File: src/rtl/seven_segment_counter_display_n_if.sv
// Board-side bundle for the seven-segment counter: control/config inputs, counter status and display pins.
// The master modport is the board/controller side, the slave modport is the counter/display block.
interface seven_segment_counter_display_n_if #(
    parameter int Digit_Count      = 4,
    parameter int Count_Width      = 14,
    parameter int Brightness_Width = 4
);
    logic                        clk_en;
    logic [31:0]                 clk_pps;
    logic                        increment;
    logic                        decrement;
    logic                        clear;
    logic                        mode_saturate;
    logic                        blank_zeros;
    logic [Digit_Count-1:0]      dp_mask;
    logic [Brightness_Width-1:0] brightness;
    logic [Count_Width-1:0]      count_value;
    logic                        limit_pulse;
    logic                        bcd_valid;
    logic [7:0]                  segments_n;
    logic [Digit_Count-1:0]      digit_select_n;

    modport master (
        output clk_en, clk_pps, increment, decrement, clear, mode_saturate,
               blank_zeros, dp_mask, brightness,
        input  count_value, limit_pulse, bcd_valid, segments_n, digit_select_n
    );

    modport slave (
        input  clk_en, clk_pps, increment, decrement, clear, mode_saturate,
               blank_zeros, dp_mask, brightness,
        output count_value, limit_pulse, bcd_valid, segments_n, digit_select_n
    );
endinterface

File: src/rtl/seven_segment_counter_display_n.sv
// N-digit up/down counter with sequential double-dabble BCD conversion driving a multiplexed,
// PWM-dimmed common-anode 7-segment bank with leading-zero blanking and ghost blanking.
module seven_segment_counter_display_n #(
    parameter int Digit_Count      = 4,
    parameter int Count_Max        = 9999,
    parameter int Count_Width      = 14,
    parameter int Dwell_Shift      = 12,
    parameter int Brightness_Width = 4
) (
    input logic clk,
    input logic async_rst_n,
    seven_segment_counter_display_n_if.slave bus
);
    localparam int BcdWidth      = 4 * Digit_Count;
    localparam int IdxWidth      = (Digit_Count > 1) ? $clog2(Digit_Count) : 1;
    localparam int ShiftCntWidth = $clog2(Count_Width + 1);

    localparam logic [Count_Width-1:0]   CountMax  = Count_Width'(Count_Max);
    localparam logic [ShiftCntWidth-1:0] LastShift = ShiftCntWidth'(Count_Width - 1);
    localparam logic [IdxWidth-1:0]      LastIdx   = IdxWidth'(Digit_Count - 1);

    localparam logic [1:0] S_IDLE  = 2'd0;
    localparam logic [1:0] S_LOAD  = 2'd1;
    localparam logic [1:0] S_SHIFT = 2'd2;
    localparam logic [1:0] S_DONE  = 2'd3;

    logic [Count_Width-1:0]      count_q, count_d;
    logic                        limit_pulse_q, limit_pulse_d;
    logic [1:0]                  state_q, state_d;
    logic [Count_Width-1:0]      snap_q, snap_d;
    logic [Count_Width-1:0]      bin_q, bin_d;
    logic [BcdWidth-1:0]         scratch_q, scratch_d;
    logic [ShiftCntWidth-1:0]    shift_cnt_q, shift_cnt_d;
    logic [BcdWidth-1:0]         bcd_q, bcd_d;
    logic                        bcd_valid_q, bcd_valid_d;
    logic [31:0]                 dwell_cnt_q, dwell_cnt_d;
    logic [31:0]                 dwell_last_q, dwell_last_d;
    logic [IdxWidth-1:0]         idx_q, idx_d;
    logic [Brightness_Width-1:0] pwm_q, pwm_d;
    logic [7:0]                  segments_n_q, segments_n_d;
    logic [Digit_Count-1:0]      digit_select_n_q, digit_select_n_d;

    logic [31:0]                     pps_div;
    logic [BcdWidth-1:0]             adj;
    logic [BcdWidth+Count_Width-1:0] shifted;
    logic                            lead_zero;
    logic [3:0]                      cur_nib;
    logic                            cur_dp;
    logic                            cur_blank;
    logic                            anode_on;

    // Active-low {g,f,e,d,c,b,a} patterns for the decimal digits; anything else is blank.
    function automatic logic [6:0] glyph(input logic [3:0] nib);
        case (nib)
            4'd0:    glyph = 7'b1000000;
            4'd1:    glyph = 7'b1111001;
            4'd2:    glyph = 7'b0100100;
            4'd3:    glyph = 7'b0110000;
            4'd4:    glyph = 7'b0011001;
            4'd5:    glyph = 7'b0010010;
            4'd6:    glyph = 7'b0000010;
            4'd7:    glyph = 7'b1111000;
            4'd8:    glyph = 7'b0000000;
            4'd9:    glyph = 7'b0010000;
            default: glyph = 7'b1111111;
        endcase
    endfunction

    always_comb begin
        // NOTE: every _d and helper gets a default first so no path can infer a latch.
        count_d          = count_q;
        limit_pulse_d    = limit_pulse_q;
        state_d          = state_q;
        snap_d           = snap_q;
        bin_d            = bin_q;
        scratch_d        = scratch_q;
        shift_cnt_d      = shift_cnt_q;
        bcd_d            = bcd_q;
        bcd_valid_d      = bcd_valid_q;
        dwell_cnt_d      = dwell_cnt_q;
        dwell_last_d     = dwell_last_q;
        idx_d            = idx_q;
        pwm_d            = pwm_q;
        segments_n_d     = segments_n_q;
        digit_select_n_d = digit_select_n_q;

        pps_div = bus.clk_pps >> Dwell_Shift;

        adj = scratch_q;
        for (int i = 0; i < Digit_Count; i++) begin
            if (scratch_q[4*i +: 4] >= 4'd5) adj[4*i +: 4] = scratch_q[4*i +: 4] + 4'd3;
        end
        shifted = {adj, bin_q} << 1;

        lead_zero = 1'b1;
        cur_nib   = 4'd0;
        cur_dp    = 1'b0;
        cur_blank = 1'b1;
        for (int i = Digit_Count - 1; i >= 0; i--) begin
            lead_zero = lead_zero && (bcd_q[4*i +: 4] == 4'd0);
            if (idx_q == IdxWidth'(i)) begin
                cur_nib   = bcd_q[4*i +: 4];
                cur_dp    = bus.dp_mask[i];
                cur_blank = !bcd_valid_q || (bus.blank_zeros && (i != 0) && lead_zero);
            end
        end
        anode_on = (dwell_cnt_q != 32'd0) && (pwm_q < bus.brightness);

        if (bus.clk_en) begin
            limit_pulse_d = 1'b0;
            if (bus.clear) begin
                count_d = '0;
            end else if (bus.decrement && !bus.increment) begin
                if (count_q == '0) begin
                    limit_pulse_d = 1'b1;
                    if (!bus.mode_saturate) count_d = CountMax;
                end else begin
                    count_d = count_q - 1'b1;
                end
            end else if (bus.increment && !bus.decrement) begin
                if (count_q == CountMax) begin
                    limit_pulse_d = 1'b1;
                    if (!bus.mode_saturate) count_d = '0;
                end else begin
                    count_d = count_q + 1'b1;
                end
            end

            // The display keeps the old BCD until a whole conversion lands in DONE.
            case (state_q)
                S_IDLE: begin
                    if (count_q != snap_q) state_d = S_LOAD;
                end
                S_LOAD: begin
                    snap_d      = count_q;
                    bin_d       = count_q;
                    scratch_d   = '0;
                    shift_cnt_d = '0;
                    state_d     = S_SHIFT;
                end
                S_SHIFT: begin
                    scratch_d   = shifted[BcdWidth+Count_Width-1 -: BcdWidth];
                    bin_d       = shifted[Count_Width-1:0];
                    shift_cnt_d = shift_cnt_q + 1'b1;
                    if (shift_cnt_q == LastShift) state_d = S_DONE;
                end
                default: begin
                    bcd_d       = scratch_q;
                    bcd_valid_d = 1'b1;
                    state_d     = S_IDLE;
                end
            endcase

            // Dwell length is latched on the first cycle of each dwell, so clk_pps edits wait a boundary.
            if (dwell_cnt_q == 32'd0) begin
                dwell_last_d = (pps_div < 32'd2) ? 32'd1 : pps_div - 32'd1;
                dwell_cnt_d  = 32'd1;
            end else if (dwell_cnt_q >= dwell_last_q) begin
                dwell_cnt_d = 32'd0;
                idx_d       = (idx_q == LastIdx) ? '0 : idx_q + 1'b1;
            end else begin
                dwell_cnt_d = dwell_cnt_q + 32'd1;
            end
            pwm_d = pwm_q + 1'b1;

            segments_n_d     = {~cur_dp, cur_blank ? 7'b1111111 : glyph(cur_nib)};
            digit_select_n_d = anode_on ? ~(Digit_Count'(1) << idx_q) : '1;
        end
    end

    // NOTE: flops use non-blocking assignments so every register samples pre-edge values.
    always_ff @(posedge clk or negedge async_rst_n) begin
        if (!async_rst_n) begin
            count_q          <= '0;
            limit_pulse_q    <= 1'b0;
            state_q          <= S_IDLE;
            snap_q           <= '0;
            bin_q            <= '0;
            scratch_q        <= '0;
            shift_cnt_q      <= '0;
            bcd_q            <= '0;
            bcd_valid_q      <= 1'b0;
            dwell_cnt_q      <= 32'd0;
            dwell_last_q     <= 32'd0;
            idx_q            <= '0;
            pwm_q            <= '0;
            segments_n_q     <= '1;
            digit_select_n_q <= '1;
        end else begin
            count_q          <= count_d;
            limit_pulse_q    <= limit_pulse_d;
            state_q          <= state_d;
            snap_q           <= snap_d;
            bin_q            <= bin_d;
            scratch_q        <= scratch_d;
            shift_cnt_q      <= shift_cnt_d;
            bcd_q            <= bcd_d;
            bcd_valid_q      <= bcd_valid_d;
            dwell_cnt_q      <= dwell_cnt_d;
            dwell_last_q     <= dwell_last_d;
            idx_q            <= idx_d;
            pwm_q            <= pwm_d;
            segments_n_q     <= segments_n_d;
            digit_select_n_q <= digit_select_n_d;
        end
    end

    assign bus.count_value    = count_q;
    assign bus.limit_pulse    = limit_pulse_q;
    assign bus.bcd_valid      = bcd_valid_q;
    assign bus.segments_n     = segments_n_q;
    assign bus.digit_select_n = digit_select_n_q;
endmodule

File: src/flat_wrapper.sv
// flat-port wrapper written by rule: the top's interface ports become plain ports
module seven_segment_counter_display_n_flat 
#(
    parameter int Digit_Count      = 4,
    parameter int Count_Max        = 9999,
    parameter int Count_Width      = 14,
    parameter int Dwell_Shift      = 12,
    parameter int Brightness_Width = 4
)
  (clk, async_rst_n, bus_clk_en, bus_clk_pps, bus_increment, bus_decrement, bus_clear, bus_mode_saturate, bus_blank_zeros, bus_dp_mask, bus_brightness, bus_count_value, bus_limit_pulse, bus_bcd_valid, bus_segments_n, bus_digit_select_n);
  seven_segment_counter_display_n_if #(.Digit_Count(Digit_Count), .Count_Width(Count_Width), .Brightness_Width(Brightness_Width)) bus_i ();
  input logic clk;
  input logic async_rst_n;
  input wire logic [$bits(bus_i.clk_en)-1:0] bus_clk_en;
  input wire logic [$bits(bus_i.clk_pps)-1:0] bus_clk_pps;
  input wire logic [$bits(bus_i.increment)-1:0] bus_increment;
  input wire logic [$bits(bus_i.decrement)-1:0] bus_decrement;
  input wire logic [$bits(bus_i.clear)-1:0] bus_clear;
  input wire logic [$bits(bus_i.mode_saturate)-1:0] bus_mode_saturate;
  input wire logic [$bits(bus_i.blank_zeros)-1:0] bus_blank_zeros;
  input wire logic [$bits(bus_i.dp_mask)-1:0] bus_dp_mask;
  input wire logic [$bits(bus_i.brightness)-1:0] bus_brightness;
  output wire logic [$bits(bus_i.count_value)-1:0] bus_count_value;
  output wire logic [$bits(bus_i.limit_pulse)-1:0] bus_limit_pulse;
  output wire logic [$bits(bus_i.bcd_valid)-1:0] bus_bcd_valid;
  output wire logic [$bits(bus_i.segments_n)-1:0] bus_segments_n;
  output wire logic [$bits(bus_i.digit_select_n)-1:0] bus_digit_select_n;
  assign bus_i.clk_en = bus_clk_en;
  assign bus_i.clk_pps = bus_clk_pps;
  assign bus_i.increment = bus_increment;
  assign bus_i.decrement = bus_decrement;
  assign bus_i.clear = bus_clear;
  assign bus_i.mode_saturate = bus_mode_saturate;
  assign bus_i.blank_zeros = bus_blank_zeros;
  assign bus_i.dp_mask = bus_dp_mask;
  assign bus_i.brightness = bus_brightness;
  assign bus_count_value = bus_i.count_value;
  assign bus_limit_pulse = bus_i.limit_pulse;
  assign bus_bcd_valid = bus_i.bcd_valid;
  assign bus_segments_n = bus_i.segments_n;
  assign bus_digit_select_n = bus_i.digit_select_n;
  seven_segment_counter_display_n #(.Digit_Count(Digit_Count), .Count_Max(Count_Max), .Count_Width(Count_Width), .Dwell_Shift(Dwell_Shift), .Brightness_Width(Brightness_Width)) u_core (.clk(clk), .async_rst_n(async_rst_n), .bus(bus_i));
endmodule
File: config.mk
export PLATFORM = sky130hd
export DESIGN_NAME = seven_segment_counter_display_n_flat
export DESIGN_NICKNAME = d
export VERILOG_FILES = /design/src/rtl/seven_segment_counter_display_n_if.sv /design/src/rtl/seven_segment_counter_display_n.sv /design/src/flat_wrapper.sv
export SDC_FILE = /design/constraint.sdc
export NUM_CORES = 1
export LEC_CHECK = 0
export CAP_MARGIN = 10
export CORE_MARGIN = 2
export CORE_UTILIZATION = 50
export CTS_BUF_LIST = sky130_fd_sc_hd__clkbuf_2 sky130_fd_sc_hd__clkbuf_4 sky130_fd_sc_hd__clkbuf_8
export CTS_CLUSTER_SIZE = 40
export DETAILED_ROUTE_END_ITERATION = 16
export DONT_BUFFER_PORTS = 1
export SYNTH_ARGS = -nofsm -noshare
export SYNTH_HDL_FRONTEND = slang
export SYNTH_SLANG_ARGS = --single-unit
File: constraint.sdc
create_clock -name clk -period 7.48 [get_ports clk]
set_input_delay 1.496 -clock clk [delete_from_list [all_inputs] [get_ports clk]]
set_output_delay 1.496 -clock clk [all_outputs]
set_load 0.02 [all_outputs]
==> results of run 1 <==
area by class of cell:
| class | instances | area [um2] |
|---|---|---|
| inverter | 69 | 259.0 |
| clock inverter | 8 | 87.58 |
| fill | 1738 | 8665 |
| clock buffer | 24 | 317.8 |
| multi-input combinational | 780 | 5250 |
| tap | 234 | 292.8 |
| timing repair buffer | 7 | 52.55 |
| sequential | 153 | 3844 |
worst max path at each step:
stage                                                   endpoint  slack (ns)  cells past startpoint
final                          u_core.dwell_cnt_q[7]$_DFFE_PN0P_        4.06                      9
after global routing      u_core.bus.count_value[12]$_DFFE_PN0P_        3.87                      8
after CTS                      u_core.dwell_cnt_q[6]$_DFFE_PN0P_        4.09                      9
after detailed placement      u_core.dwell_last_q[6]$_DFFE_PN0P_        3.77                      6
after global placement        u_core.dwell_last_q[4]$_DFFE_PN0P_        3.81                      5
after floorplan              u_core.dwell_last_q[10]$_DFFE_PN0P_        4.30                      6
report_power, final:
part	switching (mW)	total, mW	internal, mW
sequential	0.190	1.21	1.02
clock	0.322	0.640	0.318
combinational	0.593	0.998	0.405
cell usage in the layout, fill, tap and decap left out, types with 29 or more instances in the layout:
cell	n
dfrtp_1	141
nand2_1	112
o21ai_0	76
inv_1	69
nor2_1	69
ha_1	64
a21oi_1	54
nor3_1	36
xnor2_1	29
nand3_1	29
sequential cells by signal, summed over array words and instances (netlist names):
name                       count
u_core.dwell_cnt_q            32
u_core.scratch_q              16
u_core.bus.digit_select_n      4
u_core.dwell_last_q           21
u_core.snap_q                 14
u_core.bin_q                  14
u_core.bus.count_value        14
u_core.bus.bcd_valid           1
u_core.pwm_q                   4
u_core.bus.limit_pulse         1
u_core.bus.segments_n          8
u_core.shift_cnt_q             4
u_core.idx_q                   2
u_core.bcd_q                  16
u_core.state_q                 2
critical path: cells and delay by family (launching register included):
kind	cells	cell delay (ns)
buffers and inverters	2	0.42
flip-flops	1	0.43
AO/OA/AOI/OAI	4	1.17
adder cells (fa/ha/maj)	1	0.26
AND/OR/NAND/NOR	2	1.06
through the flow:
stage               total power [mW]  hold slack (ns)  cells  utilization [%]  cell area [um2]
floorplan                      2.001           0.4432   1057                -             9600
global placement               2.212           0.4619   1243            51.67             9698
detailed placement             2.231           0.4713   1243            51.67             9698
CTS                            2.880           0.4884   1275            53.83            10100
global route                   3.066           0.5165   1275            53.83            10100
finish                         2.851           0.4839   1275            53.83            10100
kinds of logic (layout without fill, tap and decap cells):
logic type,after synthesis,in the layout,synth area share [%]
adders and majority gates,64,64,8.341
AOI/OAI and AO/OA,272,272,18.83
buffers and inverters,124,108,5.409
xor gates and xnor gates,44,44,4.014
and+or+nand+nor,359,359,18.79
DFF,153,153,40.04
muxes,41,41,4.574
per-layer routing:
metal / GRT usage (%) / up-vias
li1: - / 3761
met5: 0 / -
met1: 30.90 / 3690
met3: 3.836 / 21
met2: 36.72 / 125
met4: 7.243 / 0
synthesized netlist by cell type, types with 12 or more instances:
library cell,count,area share [%]
inv_1,69,2.7
xor2_1,15,1.4
dfstp_2,12,3.3
xnor2_1,29,2.6
clkbuf_1,36,1.4
nand4_1,28,1.8
o31ai_1,15,1.2
mux2i_1,18,1.9
nor4_1,20,1.3
nand3_1,29,1.5
nand2_1,112,4.4
a22o_1,14,1.3
a21oi_1,54,2.8
dfrtp_1,141,37
ha_1,64,8.3
o21ai_0,76,4.0
nand2b_1,13,0.85
nor3_1,37,1.9
nor2_1,69,2.7
o22ai_1,23,1.5
mux2_2,23,2.7
==> results by group, run 1 <==
Status
  • Outcome: finished clean

Worst setup path
  • Reg2reg end: u_core.dwell_cnt_q[7]$_DFFE_PN0P_
  • Setup crit end kind: register
  • Critical Path RT: 7.87 ns
  • Worst-path cell chain: inv_1 -> ha_1 -> nand2b_4 -> a2111o_1 -> a311oi_2 -> a211oi_4 -> buf_4 -> nor2_1 -> a22o_1
  • Arrival @ worst endpoint: 3.81 ns
  • Worst setup path class: register to register
  • Largest stage delay, worst path: 0.92 ns
  • R2R cell count: 9
  • Critical path startpoint: u_core.dwell_cnt_q[0]$_DFFE_PN0P_
  • Critical Path Fanout Max: 29
  • Slowest-stage cell, CP: nor2_1
  • R2R Setup Slk: 4.06 ns
  • Startpoint types: register
  • Worst r2r src: u_core.dwell_cnt_q[0]$_DFFE_PN0P_

Layout
  • N_diodes: 0
  • Nets: 1140
  • Share of cells above drive strength 1: 8.838%
  • Area Growth Syn to Fin: 5.239%

Timing
  • Final setup fails: 0
  • Tmin final: 3.416 ns
  • Max-slew headroom: 21.88%
  • PnR worst setup slack: 4.064 ns
  • Hold Vio Cnt, Final: 0
  • Setup TNS: 0 ns
  • Slew at the pin closest to its max-slew limit: 1.167 ns
  • RSZ-0062 raised after global routing: false
  • Slew Limit Fails: 0
  • Fin Clk Skew: 0.01754 ns
  • Final period util: 45.67%
  • Peak Freq: 292.8 MHz

Synth
  • Post-Synthesis Cells: 1057
  • Post-synth EDFFs: 0
  • Synth warn: 0
  • Sequential share of the synthesized area: 40.04%
  • Mapped Area: 9600 um2
  • Register bit total from synthesis: 153
  • Syn nets: 1169
  • Top_reg_cell synth: dfrtp_1
  • Post-synthesis cell type count: 72
  • Syn Area/Cell: 9.083 um2
  • Fraction of registers with async set/reset: 100.0%

Worst hold path
  • Hold depth: 2
  • Hold Startpoint: u_core.bin_q[10]$_DFFE_PN0P_
  • Hold Path End: u_core.bin_q[10]$_DFFE_PN0P_
  • Hold/Removal Path Class: register to register

Floorplanning
  • Initial Util: 51.15%
  • Die area: 20320 um2
  • DIE WIDTH: 142.6 um
  • Core region area: 18770 um2
  • Site row count: 50
  • I/O Pins: 76
  • Die H: 142.6 um

GRT
  • First-pass GRT wire length: 36880 um
  • GRT overflow: 0
  • GRT Total Usage: 22.60%
  • Initial antenna violation count: 0
  • Largest net degree at the start of global routing: 154
  • Vias in the first global route: 7289

Place
  • IO buf count: 0
  • GPL Wtd Cong: 0.8485
  • Hpwl dp: 14620 um
  • Placement Setup Slack: 3.772 ns

CTS
  • Clk_lat worst skew: 0.46 ns
  • Root buf cell: clkbuf_8
  • Num CTS Buffers: 17
  • CTS clk-pin slew, worst paths: 0.09 ns
  • H-Tree Depth: 4
  • Post-CTS setup buffers: 0
  • Post-CTS Resized: 0
  • Clock Path Buffers: 2
  • CTS tree: done
  • Sink Count: 153
  • Post-CTS Hold Buffers: 0

Routing
  • Post-route ant nets: 0
  • Metal2 WL: 10450 um
  • Drt first pass iters: 5
  • Metal1 wirelength: 10370 um
  • Vias: 7597
  • Top Layer Used: met4
  • DR WL/cell: 17.13 um
  • Final WL: 21850 um
  • Vias per std cell: 5.958
  • Drt drc: 0
  • Met3 routed WL: 730 um
  • DRT iter0 DRCs: 550

Flow run
  • Max-cap violation count: 0

Pwr
  • Leak Pwr: 4.380 nW
  • Worst vdd ir: 0.1534 mV
  • Power per cell area: 282.2 nW/um2
Note: power is estimated with default switching activity, not from simulation.
==> run 2: changes to the inputs <==
--- a/config.mk
+++ b/config.mk
@@ -12,6 +12,7 @@
 export CTS_CLUSTER_SIZE = 40
 export DETAILED_ROUTE_END_ITERATION = 16
 export DONT_BUFFER_PORTS = 1
+export PLACE_DENSITY = 0.68
 export SYNTH_ARGS = -nofsm -noshare
 export SYNTH_HDL_FRONTEND = slang
 export SYNTH_SLANG_ARGS = --single-unit
==> constraint.sdc (replaced) <==
create_clock -name clk -period 2.8 [get_ports clk]
set_input_delay 0.56 -clock clk [delete_from_list [all_inputs] [get_ports clk]]
set_output_delay 0.56 -clock clk [all_outputs]
set_load 0.02 [all_outputs]
==> run 2 against run 1 <==
The flow now finishes with violations (hold timing); power rose to 2.8 times the previous value; utilization rose by 3.1 points; worst hold slack got worse by 0.71 ns; count of clock-buffer cells in the layout fell by 6; clock skew barely moved; sequential power rose to 2.6 times the previous value; cell count rose by 4.9%; cell area rose by 5.8%; via count rose by 5.9%; largest power group is now combinational cells.
==> results by group, run 2 (synthesized netlist as in run 1, its figures left out) <==
Layout
  • Area Growth Syn to Fin: 11.38%
  • Share of cells above drive strength 1: 15.85%
  • Max reg flops: 32
  • Nets: 1204
  • Register area: 3845 um2
  • Commonest non-fill, non-tap cells in the layout: dfrtp_1 (140), nand2_1 (111), o21ai_0 (72)
  • Filler cells: 1648
  • Commonest non-fill, non-tap cell in the layout: dfrtp_1
  • N_diodes: 0
  • Largest reg by FF count: u_core.dwell_cnt_q
  • Multi-input logic area: 5369 um2
  • Regs by FF count: u_core.dwell_cnt_q (32), u_core.dwell_last_q (21)

Timing
  • Max-slew headroom: 54.87%
  • Setup TNS: 0 ns
  • Fin Clk Skew: 0.01756 ns
  • Slew Limit Fails: 0
  • Peak Freq: 365.4 MHz
  • Final period util: 97.73%
  • Hold Vio Cnt, Final: 141
  • Slew at the pin closest to its max-slew limit: 0.6753 ns
  • PnR worst setup slack: 0.06362 ns
  • Final setup fails: 0
  • Tmin final: 2.736 ns
  • Worst hold margin: -0.2221 ns
  • RSZ-0062 raised after global routing: false

Worst setup path
  • WP buf/inv: 4
  • R2R cell count: 10
  • Top cell by count, worst path: buf_6
  • Startpoint types: register
  • Slowest-stage cell, CP: or4_4
  • Reg2reg end: u_core.dwell_cnt_q[30]$_DFFE_PN0P_
  • Critical Path Fanout Max: 6
  • Largest stage delay, worst path: 0.60 ns
  • Arrival @ worst endpoint: 3.08 ns
  • R2R Setup Slk: 0.06 ns
  • Worst r2r src: u_core.dwell_last_q[30]$_DFFE_PN0P_
  • Worst setup path class: register to register
  • Critical Path RT: 3.14 ns
  • Worst-path cell chain: clkinvlp_4 -> buf_6 -> ha_1 -> nand4_1 -> or4_4 -> a211oi_4 -> buf_6 -> nor3_1 -> buf_4 -> a221o_1
  • Delay-heaviest family, CP: simple AND/OR/NAND/NOR gates
  • Setup crit end kind: register

Floorplanning
  • I/O Pins: 76
  • Core region area: 18770 um2
  • DIE WIDTH: 142.6 um
  • Die area: 20320 um2
  • Die H: 142.6 um
  • Initial Util: 51.15%
  • Site row count: 50

Status
  • Failing checks: hold timing
  • Outcome: finished with violations

Routing
  • Vias: 8048
  • Final WL: 22650 um
  • DRT iter0 DRCs: 586
  • Vias per std cell: 6.015
  • DR WL/cell: 16.93 um
  • Post-route ant nets: 0
  • Drt drc: 0
  • Drt first pass iters: 5

Pwr
  • Leak Pwr: 4.713 nW
  • Power per cell area: 735.9 nW/um2
  • Worst vdd ir: 0.3867 mV
  • Overall Power: 7.869 mW

CTS
  • Sink Count: 153
  • Clk_lat worst skew: 0.47 ns
  • CTS tree: done
  • CTS clk-pin slew, worst paths: 0.09 ns
  • H-Tree Depth: 4
  • Num CTS Buffers: 17
  • Clock Path Buffers: 2
  • Root buf cell: clkbuf_8

Worst hold path
  • Hold/Removal Path Class: input pin to async pin

GRT
  • Grt peak-use layer: met2
  • Initial antenna violation count: 0
  • GR Util met2: 37.04%
  • GRT overflow: 0
  • GRT met3 Usage: 3.903%
  • Met1 usage: 31.31%
  • Vias in the first global route: 7734
  • GRT Total Usage: 23.08%
  • Largest net degree at the start of global routing: 154
  • First-pass GRT wire length: 37780 um

Place
  • GPL Wtd Cong: 0.8959
  • Hpwl dp: 15620 um
  • IO buf count: 0
  • Placement Setup Slack: -0.2616 ns

Flow run
  • Max-cap violation count: 0
==> run 2: changes by cell type in the layout (fill, tap and decap cells not counted), sizes merged <==
cell	before	now
buf	7	71
clkbuf	24	18
clkinv	3	10
inv	70	68
==> run 2: area by class of cell <==
class | instances | share of cell area [%]
timing repair buffer | 71 | 5.324
multi-input combinational | 780 | 50.21
clock inverter | 13 | 0.9946
inverter | 69 | 2.457
clock buffer | 18 | 2.317
tap | 234 | 2.738
sequential | 153 | 35.96
==> run 2: power by group <==
part / internal (mW) / total, mW / switching (mW)
clock network: 0.711 / 1.57 / 0.860
logic: 1.35 / 3.16 / 1.81
registers: 2.74 / 3.14 / 0.401
total: 4.80 / 7.87 / 3.07
==> run 2: worst max-delay path by stage <==
stage / start / end / cells after the start
2_1_floorplan: u_core.dwell_last_q[30]$_DFFE_PN0P_ / u_core.dwell_cnt_q[12]$_DFFE_PN0P_ / 10
3_3_place_gp: u_core.dwell_last_q[30]$_DFFE_PN0P_ / u_core.dwell_cnt_q[23]$_DFFE_PN0P_ / 9
3_5_place_dp: u_core.dwell_last_q[30]$_DFFE_PN0P_ / u_core.dwell_cnt_q[27]$_DFFE_PN0P_ / 9
4_1_cts: u_core.dwell_last_q[30]$_DFFE_PN0P_ / u_core.dwell_cnt_q[22]$_DFFE_PN0P_ / 12
5_1_grt: u_core.dwell_cnt_q[0]$_DFFE_PN0P_ / u_core.dwell_cnt_q[17]$_DFFE_PN0P_ / 10
6_report: u_core.dwell_last_q[30]$_DFFE_PN0P_ / u_core.dwell_cnt_q[30]$_DFFE_PN0P_ / 10
==> run 2: routing by layer <==
metal / up-vias / share of wire [%]
li1: 3898 / -
met1: 3903 / 45
met2: 205 / 48
met3: 42 / 4.2
met4: 0 / 2.6
met5: - / 0
==> run 2: worst register-to-register path, cell delays in order, from the launching register on <==
cell and delay (ns):
dfrtp_2 0.43, clkinvlp_4 0.12, buf_6 0.15, ha_1 0.27
nand4_1 0.15, or4_4 0.60, a211oi_4 0.22, buf_6 0.17
nor3_1 0.05, buf_4 0.17, a221o_1 0.29
==> run 2: repair_timing <==
item                       CTS  global route
pin swaps                    4             9
hold endpoints to repair   153           153
gates cloned                 2             0
gates resized for setup     16            22
setup buffers                5             2
setup endpoints to repair   23            33
==> run 2: per-stage QoR <==
step                      cells  utilization [%]  instance area (um2)
after floorplan            1057                -                 9600
after global placement     1298            53.90                10120
after detailed placement   1298            53.90                10120
after CTS                  1336            56.34                10570
after global routing       1338            56.97                10690
final                      1338            56.97                10690
